--- config.mk ---
export PLATFORM = sky130hd
export DESIGN_NAME = sipo_stream
export DESIGN_NICKNAME = d
export VERILOG_FILES = /design/src/rtl/sipo_pkg.sv /design/src/rtl/sipo_out_buf.sv /design/src/rtl/sipo_stream.sv
export SDC_FILE = /design/constraint.sdc
export NUM_CORES = 1
export LEC_CHECK = 0
export ABC_AREA = 1
export ABC_CLOCK_PERIOD_IN_PS = 1800
export CORE_MARGIN = 1.5
export CORE_UTILIZATION = 49
export DETAILED_ROUTE_END_ITERATION = 10
export PLACE_DENSITY = 0.84
export SLEW_MARGIN = 5
export SYNTH_ARGS = -nofsm -noshare
export SYNTH_HDL_FRONTEND = slang
export SYNTH_SLANG_ARGS = --single-unit
--- constraint.sdc ---
create_clock -name clk_i -period 1.8 [get_ports clk_i]
set_clock_uncertainty 0.1 [all_clocks]
set_input_delay 0.36 -clock clk_i [delete_from_list [all_inputs] [get_ports clk_i]]
set_output_delay 0.36 -clock clk_i [all_outputs]
set_load 0.1 [all_outputs]
--- src/rtl/sipo_pkg.sv ---
// Shared types and helpers for the serial-in/parallel-out deserialiser.
package sipo_pkg;

  typedef enum logic {
    SHIFT_MSB_FIRST,
    SHIFT_LSB_FIRST
  } sipo_order_e;

  // Width of a counter that must hold values 0..width inclusive.
  function automatic int cnt_w(input int width);
    return $clog2(width + 1);
  endfunction

endpackage

--- src/rtl/sipo_out_buf.sv ---
// Single-entry output holding register with valid/ready handshake.
// A load always wins over a drain, so drain+load on one edge keeps valid_o high.
module sipo_out_buf #(
  parameter int WIDTH = 8
) (
  input  logic             clk_i,
  input  logic             rst_n_i,
  input  logic             load,
  input  logic [WIDTH-1:0] word,
  output logic [WIDTH-1:0] data_o,
  output logic             valid_o,
  input  logic             ready_i,
  output logic             full_stall
);

  // Entry is occupied and will not be freed on the coming edge.
  assign full_stall = valid_o && !ready_i;

  // Capture a completed word, or retire the held one when downstream takes it.
  always_ff @(posedge clk_i or negedge rst_n_i) begin
    if (!rst_n_i) begin
      data_o  <= '0;
      valid_o <= 1'b0;
    end else if (load) begin
      data_o  <= word;
      valid_o <= 1'b1;
    end else if (valid_o && ready_i) begin
      valid_o <= 1'b0;
    end
  end

endmodule

--- src/rtl/sipo_stream.sv ---
// Serial-in/parallel-out deserialiser with valid/ready on both sides.
// Holds the shift register and bit counter; completed words go to sipo_out_buf.
module sipo_stream
  import sipo_pkg::*;
#(
  parameter int WIDTH     = 8,
  parameter int MSB_FIRST = 1
) (
  input  logic                      clk_i,
  input  logic                      rst_n_i,
  input  logic                      sync_i,
  input  logic                      data_i,
  input  logic                      valid_i,
  output logic                      ready_o,
  output logic [WIDTH-1:0]          data_o,
  output logic                      valid_o,
  input  logic                      ready_i,
  output logic [cnt_w(WIDTH)-1:0]   count_o
);

  localparam int          CW    = cnt_w(WIDTH);
  localparam sipo_order_e ORDER = (MSB_FIRST != 0) ? SHIFT_MSB_FIRST : SHIFT_LSB_FIRST;
  localparam logic [CW-1:0] LAST_CNT = CW'(WIDTH - 1);

  logic [WIDTH-1:0] sr_q;
  logic [WIDTH-1:0] sr_base;
  logic [WIDTH-1:0] sr_shift;
  logic [CW-1:0]    cnt_q;
  logic             last_bit;
  logic             accept;
  logic             load;
  logic             full_stall;

  assign last_bit = (cnt_q == LAST_CNT);
  // Only the bit that would complete a word while the output entry stays full is held off.
  assign ready_o  = !(full_stall && last_bit);
  assign accept   = valid_i && ready_o;
  // A sync restarts the word, so the bit arriving with it can never complete one.
  assign load     = accept && last_bit && !sync_i;
  assign count_o  = cnt_q;

  // Next shift-register value if the current bit is taken; sync shifts into a cleared word.
  always_comb begin
    sr_base  = sync_i ? '0 : sr_q;
    sr_shift = sr_base;
    if (ORDER == SHIFT_MSB_FIRST) begin
      sr_shift = {sr_base[WIDTH-2:0], data_i};
    end else begin
      sr_shift = {data_i, sr_base[WIDTH-1:1]};
    end
  end

  // Shift register and bit counter; sync discards the partial word.
  always_ff @(posedge clk_i or negedge rst_n_i) begin
    if (!rst_n_i) begin
      sr_q  <= '0;
      cnt_q <= '0;
    end else if (accept) begin
      if (load) begin
        sr_q  <= '0;
        cnt_q <= '0;
      end else begin
        sr_q  <= sr_shift;
        cnt_q <= sync_i ? CW'(1) : cnt_q + CW'(1);
      end
    end else if (sync_i) begin
      sr_q  <= '0;
      cnt_q <= '0;
    end
  end

  sipo_out_buf #(
    .WIDTH(WIDTH)
  ) u_out_buf (
    .clk_i      (clk_i),
    .rst_n_i    (rst_n_i),
    .load       (load),
    .word       (sr_shift),
    .data_o     (data_o),
    .valid_o    (valid_o),
    .ready_i    (ready_i),
    .full_stall (full_stall)
  );

endmodule

# After elaboration in Yosys (flattened, before gate mapping)
# Cells that the tools add are included.
# W data, S select, Z words.
# word_totals
ff_bits	20
latchBits	0
mem_bits_rw	0
mem_bits_ro	0
input_bits	6
output_inout_bits	14
elab_cells	26
memories	0
# classes
n_addsub	1
n_mul	0
div_mod_pow	0
magnitude_cmp	0
n_eq_ne	1
shifts	0
muxes	9
n_bitwise	0
reduce_logical	11
# op_table
cell	n
$mux W7	3
$mux W4	4
$logic_and A1 B1 Y1	6
$add A4 B1 Y4 const B	1
$eq A4 B3 Y1 const B	1
$reduce_bool A2 Y1	2
$logic_not A1 Y1	3
$mux W1	2

# Depth between registers and ports, before layout
# Gate-level depths: netlist (run 1).
# logic_depth
ltp_word	9
depth_mapped	8
mapped_depth_nobuf	8

# Hierarchy
# Synthesis (run 1) repeated with hierarchy kept, for this count alone.
# hier_totals
hier_cells	117
area_unflattened_um2	932.1
# by_module_without_submodules
module	instances	cells_per_inst	area_each_um2
sipo_stream	1	78	586.8
sipo_out_buf	1	39	345.3

# Least setup slack after synthesis (run 1)
# Ideal clock, no wire load.
# synth_path
path_kind	reg2reg
startpoint	register cnt_q[1], in the netlist count_o[1]
endpoint	register cnt_q[2], in the netlist count_o[2]
arrival_ns	2.205
required_time_ns	1.631
setup_slack_ns	-0.574
path_stages_with_launch	9
path_buffers	1
synth_period_minus_slack_ns	2.374
path_cell_list	dfrtp_1 > ha_1 > nand2_2 > nor2_4 > nand2_4 > nand2_4 > buf_12 > nand3_1 > nand2_1
# synth_between
elab_chain_cells	8
# synth_lines
item	line	rtl
start, declared	sipo_stream.sv:28	logic [CW-1:0] cnt_q;
start signal, assigned	sipo_stream.sv:64	cnt_q <= sync_i ? CW'(1) : cnt_q + CW'(1);
$eq A4 B3 Y1 *	sipo_stream.sv:34	assign last_bit = (cnt_q == LAST_CNT);
$logic_and A1 B1 Y1 *	sipo_stream.sv:36	assign ready_o = !(full_stall && last_bit);
$logic_not A1 Y1 *	sipo_stream.sv:36	
net ready_o	sipo_stream.sv:14	output logic ready_o,
$logic_and A1 B1 Y1 *	sipo_stream.sv:37	assign accept = valid_i && ready_o;
$logic_and A1 B1 Y1 (2 in series)	sipo_stream.sv:39	assign load = accept && last_bit && !sync_i;
$mux W4	sipo_stream.sv:59	if (load) begin
$mux W4	sipo_stream.sv:58	end else if (accept) begin
# The timed path passes the listed nets; every way through them passes the cells marked *.
# A chain may end at the register's enable or synchronous reset.

# Final worst setup path (run 1)
# layout_path
startpoint	register cnt_q[0], in the netlist count_o[0]
endpoint	output port ready_o
# layout_between
elab_chain_cells	3
# layout_lines
item	line
$eq A4 B3 Y1	sipo_stream.sv:34
$logic_and A1 B1 Y1	sipo_stream.sv:36
$logic_not A1 Y1	sipo_stream.sv:36
end, declared	sipo_stream.sv:14
# No other way between the ends.

==> results of run 1 <==
registers in the layout, summed over array words and instances, names as in the netlist:
register           flops
u_out_buf.data_o       8
sr_q                   7
count_o                4
u_out_buf.valid_o      1
synth_stat cells, drive strengths merged:
cell type  count  area share (%)
nor2           5             3.5
nor3           2             2.2
dfrtp         20              52
clkbuf         1             1.4
xor2           1            0.91
o21ai          2             1.4
ha             1             1.3
buf            1             2.1
nand2         50              21
inv            9             3.8
nand3         13              10
logic make-up (layout without fill, tap and decap cells):
logic type                 Yosys count  count (layout)  share of synthesized area, %
and+or+nand+nor                     70              70                          37.3
AOI/OAI and AO/OA                    2               2                          1.42
xor gates and xnor gates             1               1                         0.907
buffers and inverters               11              42                          7.25
adders and majority gates            1               1                          1.30
DFF                                 20              20                          51.8
through the flow:
stage / total power, W / area, um2
floorplan: 0.000588 / 1000
global placement: 0.000652 / 1370
detailed placement: 0.000655 / 1370
CTS: 0.00103 / 1460
global route: 0.00106 / 1460
finish: 0.00103 / 1460
worst max-delay path, cell delays in order (launching register included):
cell	delay, ps
dfrtp_4	510
ha_4	180
nand2_4	80
nor2_4	50
nand2_8	60
buf_12	160
layout make-up:
class / instances / share of cell area [%]
clock buffers: 3 / 1.54
clock inverters: 1 / 2.06
inverters: 9 / 2.49
multi-input cells: 74 / 28.9
flip-flops and latches: 20 / 35.1
well taps: 25 / 2.14
repair buffers: 29 / 27.8
worst min path at each step:
stage                                                 end  slack [ps]  cells after the start
after global placement    u_out_buf.data_o[7]$_DFFE_PN0P_         380                      2
final                              count_o[3]$_DFFE_PN0P_         260                      2
after detailed placement  u_out_buf.data_o[7]$_DFFE_PN0P_         390                      2
after CTS                          count_o[3]$_DFFE_PN0P_         280                      2
after floorplan                    count_o[2]$_DFFE_PN0P_         -40                      0
after global routing               count_o[1]$_DFFE_PN0P_         280                      2
repair_timing:
| item | in CTS | in global routing |
|---|---|---|
| buffers inserted | 5 | 0 |
| pin swaps | 3 | 0 |
| setup endpoints to repair | 1 | 1 |
cells in the final DEF (no fill, tap or decap), types with 2 or more instances in the layout:
cell type        instances
buf_12                  14
nand2_4                  2
clkbuf_4                 3
nand3_2                  7
dfrtp_4                  2
buf_4                   10
inv_1                    7
nand3_1                  6
dfrtp_1                 15
clkdlybuf4s50_1          5
nor2_4                   2
nor2_1                   3
nand2_1                 47
dfrtp_2                  3
per-layer routing:
layer / routed length [um] / vias up / track usage (%)
met5: 0 / - / 0
met4: 65 / 0 / 10.0
met3: 153 / 7 / 7.69
met2: 1240 / 42 / 43.5
met1: 913 / 402 / 29.4
li1: - / 389 / -
power groups by stage:
stage          Sequential (W)  Clock [W]  Combinational (W)
2_1_floorplan        0.000541          0          0.0000465
3_3_place_gp         0.000490          0           0.000162
3_5_place_dp         0.000491          0           0.000164
4_1_cts              0.000476   0.000375           0.000179
5_1_grt              0.000478   0.000397           0.000190
6_report             0.000477   0.000376           0.000181
==> results.cfg, run 1 <==
[cts]
cts_max_level = 1
cts.clk_slew.worst_paths_ps = 120
numCtsBuffers = 3
clock_path_buffers = 2
clock-sinks = 20
cts_root_buffer = clkbuf_4
cts_tree = done
clock_latency_ps = 320
cts_resized = 0
cts_hold_buf = 0

[timing]
setup_viol = 1
max_freq_mhz = 545
final.min_clock_period_ps = 1840
slew_viol_final = 0
whs_ps = 257
finalCritPeriodShare_pct = 102
slew_headroom_pct = 77.2
setup_ws_ps = -35.1
tightest_slew_ps = 340
fin_tns_setup_ps = -35.1
hold_violations = 0
rsz0062_at_grt = yes

[routing]
viasPerCell = 5.22
drc_errors = 0
drt_pass1_iterations = 4
wl_per_cell_um = 14.7
via_count = 840
dr.first_iter.drc_count = 44
routed_wl_um = 2370
ant_nets = 0

[power]
p_comb_share_pct = 17.5
pwr-share-clk_pct = 36.4
sw_frac_of_total_pct = 26.9
p_per_area_mw_per_mm2 = 709
power.switching_w = 0.000279
leakage_nw = 0.739
ir_drop_mv = 0.657
internal-power_w = 0.000756
pwr-share-seq_pct = 46.2

[layout]
syn_to_final_growth_pct = 51.0
drive_gt1_share_pct = 36.8
stdcell_count = 161
postLayoutCoreUtil_pct = 81.8
n_antenna_cell = 0
regArea_um2 = 512
fillerInstances = 98
multi_input_area_um2 = 422
nNetsFinal = 144

[logic_synthesis]
netlist_instances = 105
synth_area_um2 = 966
yosys.cell_types.count = 19
avgSynthCellArea_um2 = 9.20
yosysSeqAreaShare_pct = 51.8
synth_warnings = 0
syn-num-nets = 112
synth.ff_latch_count = 20

[placement]
dp_cells = 152
gp_congestion = 0.828
dp_worst_setup_slack_ps = 45.9
io_buffer_count = 19
dpl.hpwl_um = 1500

[critical_path]
critPathMaxFanout = 3
cp-startpoint = count_o[0]$_DFFE_PN0P_
arrival_ps = 1380
r2r_slack_ps = 150
critPathCapture = ready_o
worst_r2r_path_depth = 9
cp-end-kind = output pin
start_kind = flip-flop
r2r-start = count_o[0]$_DFFE_PN0P_
worstPathRequired_ps = 1340
worstSetupPathType = reg2out
worst_r2r_endpoint = sr_q[0]$_DFF_PN0_

[floorplan]
start_util_pct = 54.2
boundaryPins = 20
fp.dieH_um = 47.4
die_w_um = 47.4
die_area_mm2 = 0.00225
rows = 15
core_area_mm2 = 0.00178

[outcome]
status = finished, violations left
violations = negative setup slack

[grt]
antenna_found_initial = 0
grt_start_max_net_pins = 21
grt_usage_pct = 25.4
gr-total-overflow = 0
grt_pass1_vias = 807
grt_pass1_wl_um = 3760

[worst_hold_path]
hold_class = in2async

[job]
cap_viol_max_count = 0
No activity file was read; power rests on OpenSTA's default activity.
==> inputs of run 2 (changes only) <==
CTS_CLUSTER_DIAMETER = 80   (was unset)
==> results of run 2 <==
No change in the layout: final DEF, timing and power equal those of run 1.
==> inputs of run 3 (changes only) <==
REMOVE_ABC_BUFFERS = 1   (was unset)
==> results.cfg, run 3 (same netlist as run 1, synthesis figures left out) <==
[layout]
drive_gt1_share_pct = 33.8
syn_to_final_growth_pct = 49.1
final_common_cell = nand2_1
regMostFlops = u_out_buf.data_o
largest_reg_flops = 8
postLayoutCoreUtil_pct = 80.8
nNetsFinal = 144
layout_common_cells = nand2_1, dfrtp_1, buf_12, buf_4
fillerInstances = 104
n_antenna_cell = 0

[grt]
grt_pass1_wl_um = 3440
grt_pass1_vias = 726
gr-total-overflow = 0
antenna_found_initial = 0
grt_start_max_net_pins = 21
grt_usage_pct = 23.2

[outcome]
status = completed

[timing]
slew_headroom_pct = 75.0
rsz0062_at_grt = yes
fin_tns_setup_ps = 0
finalCritPeriodShare_pct = 98.1
hold_violations = 0
setup_viol = 0
slew_viol_final = 0
final.min_clock_period_ps = 1770
tightest_slew_ps = 373
max_freq_mhz = 566

[cts]
clock_path_buffers = 2
numCtsBuffers = 3
cts_hold_buf = 0
cts_max_level = 1
cts_tree = done
cts.clk_slew.worst_paths_ps = 120
cts_root_buffer = clkbuf_4
clock-sinks = 20
clock_latency_ps = 310

[critical_path]
worst_r2r_endpoint = count_o[0]$_DFFE_PN0P_
worstSetupPathType = reg2out
r2r-start = count_o[1]$_DFFE_PN0P_
worstPathRequired_ps = 1340
worst_r2r_path_depth = 9
start_kind = flip-flop
r2r_slack_ps = 250
arrival_ps = 1310
cp-end-kind = output pin
critPathMaxFanout = 2

[routing]
viasPerCell = 5.06
wl_per_cell_um = 13.9
via_count = 815
dr.first_iter.drc_count = 21
ant_nets = 0
drt_pass1_iterations = 4
routed_wl_um = 2230
drc_errors = 0

[power]
ir_drop_mv = 0.425
leakage_nw = 0.762
p_per_area_mw_per_mm2 = 714

[placement]
dpl.hpwl_um = 1440
io_buffer_count = 19
gp_congestion = 0.877

[floorplan]
rows = 15
die_area_mm2 = 0.00225
die_w_um = 47.4
fp.dieH_um = 47.4
core_area_mm2 = 0.00178
start_util_pct = 54.2
boundaryPins = 20

[job]
cap_viol_max_count = 0

[worst_hold_path]
hold_class = in2async
==> run 3: cell counts in the layout (fill, tap and decap cells not counted) <==
No cell type changed its count.
==> run 3: worst max path at each step <==
stage	from	endpoint	slack, ps
2_1_floorplan	count_o[1]$_DFFE_PN0P_	count_o[0]$_DFFE_PN0P_	-610
3_3_place_gp	ready_i	ready_o	80
3_5_place_dp	ready_i	ready_o	70
4_1_cts	count_o[1]$_DFFE_PN0P_	ready_o	10
5_1_grt	count_o[1]$_DFFE_PN0P_	ready_o	-20
6_report	count_o[1]$_DFFE_PN0P_	ready_o	30
==> run 3: timing repair <==
action                     4_1_cts  5_1_grt
resized for setup                3        1
setup endpoints to repair        1        1
buffers inserted                 3        0
pin swaps                        3        1
==> run 3: cell type report <==
class | count | area [um2] | share of cell area [%]
clock buffer | 3 | 22.5 | 1.56
clock inverter | 1 | 30.0 | 2.09
inverter | 9 | 36.3 | 2.52
multi-input combinational | 74 | 413 | 28.7
sequential | 20 | 502 | 34.8
tap | 25 | 31.3 | 2.17
timing repair buffer | 29 | 405 | 28.1
==> run 3: where the power goes <==
| part | switching [W] | total (W) | internal (W) | leakage, nW |
|---|---|---|---|---|
| logic | 0.000114 | 0.000182 | 0.0000688 | 0.462 |
| clock network | 0.000145 | 0.000371 | 0.000225 | 0.0279 |
| registers | 0.0000142 | 0.000475 | 0.000461 | 0.272 |
| total | 0.000273 | 0.00103 | 0.000755 | 0.762 |
==> run 3: per-layer routing <==
metal	track usage, %	part of all wire, %	wire (um)
met5	0	0	0
met4	11.1	2.4	53
met3	4.62	3.4	75
met2	38.9	50	1120
met1	28.4	44	978
==> run 3: worst max-delay path: stages (launching register included) <==
cell,delay (ps)
dfrtp_1,410
ha_4,160
nand2_4,50
nor2_4,120
nand2_4,80
buf_12,160
==> run 3: metrics by stage <==
stage / setup WS (ps) / cells / total power [W] / hold WS [ps] / instance area, um2
2_1_floorplan: -606 / 103 / 0.000571 / -35.6 / 932
3_3_place_gp: 77.8 / 154 / 0.000650 / 382 / 1350
3_5_place_dp: 68.2 / 154 / 0.000654 / 398 / 1350
4_1_cts: 13.0 / 161 / 0.00103 / 285 / 1440
5_1_grt: -18.0 / 161 / 0.00106 / 290 / 1440
6_report: 34.0 / 161 / 0.00103 / 281 / 1440
